### src/rtl/div_clk_meter_if.sv
// Divided-clock meter bus: the sampled divided clock and
// enable in, period/high-time results and stuck flags out.
interface div_clk_meter_if #(
  parameter int CNT_W = 16
) ();
  logic             clk_div_in;
  logic             en;
  logic [CNT_W-1:0] period;
  logic [CNT_W-1:0] high_time;
  logic             meas_valid;
  logic             stuck;
  logic             stuck_level;

  modport master (
    output clk_div_in,
    output en,
    input  period,
    input  high_time,
    input  meas_valid,
    input  stuck,
    input  stuck_level
  );

  modport slave (
    input  clk_div_in,
    input  en,
    output period,
    output high_time,
    output meas_valid,
    output stuck,
    output stuck_level
  );
endinterface

### src/rtl/div_clk_meter.sv
// Measures period/high time of the divided clock in clk cycles.
// Ports: clk, rst_n (async low), m (slave side of meter bus).
module div_clk_meter #(
  parameter int          CNT_W   = 16,
  parameter int unsigned TIMEOUT = 65535
) (
  input  logic           clk,
  input  logic           rst_n,
  div_clk_meter_if.slave m
);

  localparam logic [CNT_W-1:0] TMO = CNT_W'(TIMEOUT);
  localparam logic [CNT_W-1:0] ONE = CNT_W'(1);

  typedef enum logic [1:0] {
    IDLE,
    ARM,
    MEASURE,
    STUCK
  } state_t;

  state_t state_q, state_d;

  logic s1, s2, s_prev;
  logic rise, fall;

  logic [CNT_W-1:0] cnt_q, cnt_d;
  logic [CNT_W-1:0] high_cap_q, high_cap_d;
  logic [CNT_W-1:0] period_q, period_d;
  logic [CNT_W-1:0] high_q, high_d;
  logic             valid_q, valid_d;
  logic             stuck_q, stuck_d;
  logic             level_q, level_d;

  // s1/s2 resolve metastability; s_prev gives one-cycle edges
  assign rise = s2 & ~s_prev;
  assign fall = ~s2 & s_prev;

  always_ff @(posedge clk or negedge rst_n) begin
    if (!rst_n) begin
      s1     <= 1'b0;
      s2     <= 1'b0;
      s_prev <= 1'b0;
    end else begin
      s1     <= m.clk_div_in;
      s2     <= s1;
      s_prev <= s2;
    end
  end

  always_ff @(posedge clk or negedge rst_n) begin
    if (!rst_n) begin
      state_q    <= IDLE;
      cnt_q      <= '0;
      high_cap_q <= '0;
      period_q   <= '0;
      high_q     <= '0;
      valid_q    <= 1'b0;
      stuck_q    <= 1'b0;
      level_q    <= 1'b0;
    end else begin
      state_q    <= state_d;
      cnt_q      <= cnt_d;
      high_cap_q <= high_cap_d;
      period_q   <= period_d;
      high_q     <= high_d;
      valid_q    <= valid_d;
      stuck_q    <= stuck_d;
      level_q    <= level_d;
    end
  end

  always_comb begin
    state_d    = state_q;
    cnt_d      = cnt_q;
    high_cap_d = high_cap_q;
    period_d   = period_q;
    high_d     = high_q;
    valid_d    = 1'b0;
    stuck_d    = stuck_q;
    level_d    = level_q;

    if (!m.en) begin
      // disable beats any edge in the same cycle
      state_d = IDLE;
      stuck_d = 1'b0;
    end else begin
      unique case (state_q)
        IDLE: begin
          state_d = ARM;
        end
        ARM: begin
          // first rise only opens the window
          if (rise) begin
            cnt_d   = ONE;
            state_d = MEASURE;
          end
        end
        MEASURE: begin
          if (fall) high_cap_d = cnt_q;
          // a rise at cnt==TMO is a valid result
          if (rise) begin
            period_d = cnt_q;
            high_d   = high_cap_q;
            valid_d  = 1'b1;
            cnt_d    = ONE;
          end else if (cnt_q == TMO) begin
            state_d  = STUCK;
            stuck_d  = 1'b1;
            level_d  = s2;
            period_d = '0;
            high_d   = '0;
          end else begin
            cnt_d = cnt_q + ONE;
          end
        end
        STUCK: begin
          if (rise) begin
            stuck_d = 1'b0;
            cnt_d   = ONE;
            state_d = MEASURE;
          end
        end
        default: state_d = IDLE;
      endcase
    end
  end

  assign m.period      = period_q;
  assign m.high_time   = high_q;
  assign m.meas_valid  = valid_q;
  assign m.stuck       = stuck_q;
  assign m.stuck_level = level_q;

endmodule

### src/flat_wrapper.sv
// flat-port wrapper written by rule: the top's interface ports become plain ports
module div_clk_meter_flat 
#(
  parameter int          CNT_W   = 16,
  parameter int unsigned TIMEOUT = 65535
)
  (clk, rst_n, m_clk_div_in, m_en, m_period, m_high_time, m_meas_valid, m_stuck, m_stuck_level);
  div_clk_meter_if #(.CNT_W(CNT_W)) m_i ();
  input  logic clk;
  input  logic rst_n;
  input wire logic [$bits(m_i.clk_div_in)-1:0] m_clk_div_in;
  input wire logic [$bits(m_i.en)-1:0] m_en;
  output wire logic [$bits(m_i.period)-1:0] m_period;
  output wire logic [$bits(m_i.high_time)-1:0] m_high_time;
  output wire logic [$bits(m_i.meas_valid)-1:0] m_meas_valid;
  output wire logic [$bits(m_i.stuck)-1:0] m_stuck;
  output wire logic [$bits(m_i.stuck_level)-1:0] m_stuck_level;
  assign m_i.clk_div_in = m_clk_div_in;
  assign m_i.en = m_en;
  assign m_period = m_i.period;
  assign m_high_time = m_i.high_time;
  assign m_meas_valid = m_i.meas_valid;
  assign m_stuck = m_i.stuck;
  assign m_stuck_level = m_i.stuck_level;
  div_clk_meter #(.CNT_W(CNT_W), .TIMEOUT(TIMEOUT)) u_core (.clk(clk), .rst_n(rst_n), .m(m_i));
endmodule
### config.mk
export PLATFORM = sky130hd
export DESIGN_NAME = div_clk_meter_flat
export DESIGN_NICKNAME = d
export VERILOG_FILES = /design/src/rtl/div_clk_meter_if.sv /design/src/rtl/div_clk_meter.sv /design/src/flat_wrapper.sv
export SDC_FILE = /design/constraint.sdc
export NUM_CORES = 1
export LEC_CHECK = 0
export ABC_AREA = 1
export CAP_MARGIN = 30
export CORE_UTILIZATION = 35
export DETAILED_ROUTE_END_ITERATION = 10
export GPL_TIMING_DRIVEN = 0
export SYNTH_ARGS = -nofsm -noshare
export SYNTH_HDL_FRONTEND = slang
export SYNTH_SLANG_ARGS = --single-unit
export TNS_END_PERCENT = 20
### constraint.sdc
create_clock -name clk -period 4.1 [get_ports clk]
set_clock_uncertainty 0.05 [all_clocks]
set_input_delay 1.23 -clock clk [delete_from_list [all_inputs] [get_ports clk]]
set_output_delay 1.23 -clock clk [all_outputs]
set_load 0.1 [all_outputs]
=== Word-level counts from Yosys, hierarchy flattened ===
Index checks and enable logic that the tools add are counted.

* Logic and storage cells: 58
* Input bits: 4
* Register bits after elaboration: 72
* Output and inout bits: 35

* Muxes and demuxes: 20
* Reduce and logical (&&, ||, !) cells: 10
* $add $sub $neg: 1
* Bitwise logic cells: 5
* Eq/ne operators: 11

{| class="wikitable"
|+ Operators with widths
! operator !! number
|-
| two-way mux 16 bit || 6
|-
| case mux 16 bit (2 select lines) || 1
|-
| adder 16 x 1 -> 16 bit, second input constant || 1
|-
| equality test 16 bit, second input constant || 1
|-
| inequality test 3 x 2 -> 1 bit, second input constant || 4
|-
| AND reduction 4 bit || 3
|-
| AND reduction 3 bit || 3
|-
| two-way mux 2 bit || 4
|-
| two-way mux 1 bit || 7
|-
| case mux 2 bit (3 select lines) || 1
|-
| equality test 2 bit, second input constant || 2
|-
| nonzero test 2 bit || 2
|-
| inequality test 3 x 1 -> 1 bit, second input constant || 1
|-
| inequality test 3 bit, second input constant || 1
|-
| NOT 1 bit || 3
|-
| AND 1 bit || 2
|-
| equality test 2 x 1 -> 1 bit, second input constant || 1
|-
| zero test 2 bit || 1
|-
| inequality test 2 x 1 -> 1 bit, second input constant || 1
|-
| case mux 1 bit (2 select lines) || 1
|-
| OR reduction 2 bit || 1
|}

=== Logic depth before layout (Yosys ltp) ===
Gate-level depths: netlist of the first run.

* Depth after elaboration: 5
* Gate-level depth with buffers: 11
* Mapped depth without buffers: 10

=== Worst setup path before layout of the first run ===
OpenSTA, ideal clock, no wires.

* Path kind: in2reg
* Start: input port m_en
* End: register u_core.high_cap_q[10]
* Stages on the path: 6
* Slack: 1.890 ns
* Data required time: 3.920 ns
* Library setup time: 0.130 ns
* Path buffers: 1
* Arrival: 2.030 ns
* Cells stage by stage: nand2_1 nor2_1 inv_1 nor2_1 clkbuf_1 o21ai_0

* Longest elaborated chain between the ends: 1

{| class="wikitable"
|+ Ends and longest elaborated chain
! element !! RTL line !! RTL
|-
| from (decl) || flat_wrapper.sv:12 || <nowiki>input wire logic [$bits(m_i.en)-1:0] m_en;</nowiki>
|-
| AND reduction 3 bit (no source line) || -- ||
|-
| to (signal assigned) || div_clk_meter.sv:64 || <nowiki>high_cap_q <= high_cap_d;</nowiki>
|-
| to (decl) || div_clk_meter.sv:28 || <nowiki>logic [CNT_W-1:0] high_cap_q, high_cap_d;</nowiki>
|}

No other way between the ends.
A chain may end at the register's enable or synchronous reset.

=== Final worst setup path of the first run ===
* Start: register u_core.period_q[10], in the netlist u_core.m.period[10]
* End: output port m_period[10]

{| class="wikitable"
|+ RTL lines
! element !! RTL line !! RTL
|-
| from (decl) || div_clk_meter.sv:29 || <nowiki>logic [CNT_W-1:0] period_q, period_d;</nowiki>
|-
| from (signal assigned) || div_clk_meter.sv:65 || <nowiki>period_q <= period_d;</nowiki>
|-
| to (decl) || flat_wrapper.sv:13 || <nowiki>output wire logic [$bits(m_i.period)-1:0] m_period;</nowiki>
|}

No word-level cell between the ends.

==> impl_metrics.tcl, run 1 <==
set metrics [dict create \
    outcome "finished with violations" \
    failed_checks "design-rule violations" \
    track_usage_pct 17.18 \
    synth.distinct_cells 25 \
    r2r-start "u_core.cnt_q[1]" \
    first_global_vias 2620 \
    slew_headroom_pct 34.92 \
    die_w_um 98.47 \
    drt_iter0_markers 102 \
    cts_buffers 9 \
    worstHoldPathCells 0 \
    cpLargestDelayFamily "buffers and inverters" \
    worstReg2RegEnd "u_core.m.period[5]" \
    cts_tree "yes" \
    core_um2 8848 \
    critPathLaunchType "register" \
    synth_xor_xnor_area_share_pct 0.2689 \
    wl_per_cell_um 13.60 \
    place_congestion 0.8889 \
    post_cts_resized 0 \
    nNetsFinal 452 \
    fin_cells 560 \
    synth_edf_count 0 \
    worstPathCellList "clkdlybuf4s50_1" \
    setup_viol_count_final 0 \
    layout_setup_ws_ns 0.9505 \
    worstHoldEndpoint "u_core.s2" \
    yosysWarnings 0 \
    finalSetupTns_ns 0 \
    cts-hold-fix-buffers 0 \
    ff_latch_area_um2 1802 \
    pre_cts_ws_ns 1.009 \
    synthTopCellsByArea "dfrtp_1, nand2_1, nand3_1, o21ai_0, inv_1" \
    p_leak_nw 1.848 \
    vdd_drop_max_mv 0.3705 \
    fp.dieH_um 98.47 \
    finalCritPeriodShare_pct 76.82 \
    fmax_mhz 317.5 \
    p_per_area_nw_per_um2 674.4 \
    cts_root_buf "clkbuf_8" \
    clock_sinks 72 \
    io_pins 39 \
    drt_pre_antenna_iters 7 \
    yosys-mux-area-fraction_pct 0 \
    cp.buffers_inverters 1 \
    ys.flop_type "dfrtp_1" \
    synth-compound-area-share_pct 9.873 \
    start_util_pct 36.81 \
    die-area_um2 9695 \
    diodes 0 \
    route.vias.total 2743 \
    drc 6 \
    yosysTopAreaCell "dfrtp_1" \
    hpwl_um 5396 \
    crit_slowest_cell "clkdlybuf4s50_1" \
    antenna_found_initial 0 \
    crit_type "register to output pin" \
    syn-num-nets 402 \
    crit_arrival_ns 1.87 \
    hp-class "register to register" \
    cp_max_fo 2 \
    reg2reg_depth 9 \
    slew_violations 0 \
    hold_violations 0 \
    yosys.area_share.simple_pct 27.35 \
    clockBufferDepth 2 \
    wl_um 7618 \
    cp_slowest_stage_delay_ns 1.15 \
    path_clk_slew_ns 0.07 \
    fillers 904 \
    grt_pass1_wl_um 13040 \
    endpoint_kind "output pin" \
    core.rowCount 34 \
    yosys.area_share.adder_pct 0.3842 \
    holdCritStartpoint "u_core.s1" \
    final.min_clock_period_ns 3.150 \
    tightest_slew_ns 0.9732 \
    grt_max_degree 72 \
    htreeDepth 3 \
    multi_input_area_um2 1234 \
    synth_top_area_share_pct 55.32 \
    io_buffers 38 \
    dp_cells 544 \
    via_per_inst 4.898 \
    synth_top_family_by_area "simple AND/OR/NAND/NOR gates" \
    cp.required_ns 2.82 \
    insertion_delay_ns 0.35 \
    r2r_slack_ns 2.03 \
    yosysMostFrequentCell "nand2_1" \
    synthTopCellsByCount "nand2_1, dfrtp_1, nand3_1" \
    area_growth_pct 23.13 \
    cts_setup_buffers 0 \
    whs_ns 0.3030 \
    synth-seq-cells 72 \
    drive_above_1_share_pct 7.080 \
    drv_cap 0 \
    synth.avg_cell_area_um2 8.204 \
    syn_inst 397 \
    grt_setup_unrepaired "no" \
    ys_seq_area_share_pct 55.32 \
    syn_area_um2 3257 \
    async_reset_ff_share_pct 100.0 \
    grt-ovfl-total 0 \
    final_antenna_net_count 0 \
]
[flip-flops by register name, indices dropped and copies added (netlist names)]
register and count:
u_core.cnt_q 16, u_core.high_cap_q 16, u_core.m.high_time 16, u_core.m.meas_valid 1, u_core.m.period 16, u_core.m.stuck 1
u_core.m.stuck_level 1, u_core.s1 1, u_core.s2 1, u_core.s_prev 1, u_core.state_q 2
[how the worst max path moves through the flow]
| stage | startpoint | to | slack (ns) | depth (start not counted) |
|---|---|---|---|---|
| floorplan | m_en | u_core.high_cap_q[10] | 1.89 | 6 |
| finish | u_core.m.period[10] | m_period[10] | 0.95 | 1 |
| detailed placement | m_en | u_core.high_cap_q[12] | 1.01 | 7 |
| CTS | u_core.m.period[10] | m_period[10] | 0.95 | 1 |
| global placement | rst_n | u_core.m.high_time[13] | -0.75 | 1 |
| global route | u_core.m.high_time[6] | m_high_time[6] | 0.92 | 1 |
[cell type report]
class / instances / area share, %
Tap cell: 108 / 3.370
Clock inverter: 5 / 2.028
Timing Repair Buffer: 39 / 10.11
Multi-Input combinational cell: 270 / 30.76
Buffer: 15 / 1.778
Clock buffer: 11 / 3.276
Sequential cell: 72 / 44.93
Inverter: 40 / 3.744
[placed cells by master (no fill, tap or decap), types with 2 or more instances in the layout]
master	count
clkbuf_1	10
nor2_2	3
clkdlybuf4s50_1	37
nand2_1	111
clkbuf_8	9
dfrtp_1	72
a21oi_1	6
nand3_1	46
nor2_1	36
o21ai_0	44
inv_1	38
bufinv_16	2
buf_2	6
nand2_4	3
nand4_1	4
o21ai_1	8
[per-stage QoR]
stage / total power, mW / area (µm²) / utilization [%]
after floorplan: 1.831 / 3257 / -
after global placement: 2.095 / 3772 / 42.63
after detailed placement: 2.110 / 3797 / 42.92
after CTS: 2.725 / 4010 / 45.32
after global routing: 2.838 / 4010 / 45.32
final: 2.704 / 4010 / 45.32
[kinds of logic (layout without fill, tap and decap cells)]
group                      after synthesis  after routing
adders and majority gates                1              1
DFF                                     72             72
AOI/OAI and AO/OA                       61             61
and+or+nand+nor                        207            207
buffers and inverters                   55            110
xor gates and xnor gates                 1              1
[report_power, final]
group,total [mW],switching [mW],internal [mW]
sequential,0.977,0.0868,0.890
clock,0.613,0.270,0.343
combinational,1.11,0.860,0.254
[routing by layer]
metal | wire [µm] | global-route usage [%] | share of wire [%]
met5 | 0 | 0 | 0
met4 | 140 | 6.659 | 1.8
met2 | 3464 | 27.68 | 45
met1 | 3609 | 23.18 | 47
met3 | 403 | 3.050 | 5.3
(Power assumes the default switching activity.)
==> run 2, diff against run 1 <==
- clock period: 4.1 -> 3.3 ns (I/O delays scaled with it)
==> results of run 2 <==
Same layout as run 1 (identical final DEF). Status: finished with violations: design-rule violations.
Among the figures that moved: setup slack after placement 1.009 ns -> 0.4486 ns; setup slack after layout 0.9505 ns -> 0.3905 ns; register-to-register setup slack 2.03 ns -> 1.23 ns; total power 2.704 mW -> 3.360 mW; worst IR drop on VDD 0.3705 mV -> 0.4603 mV
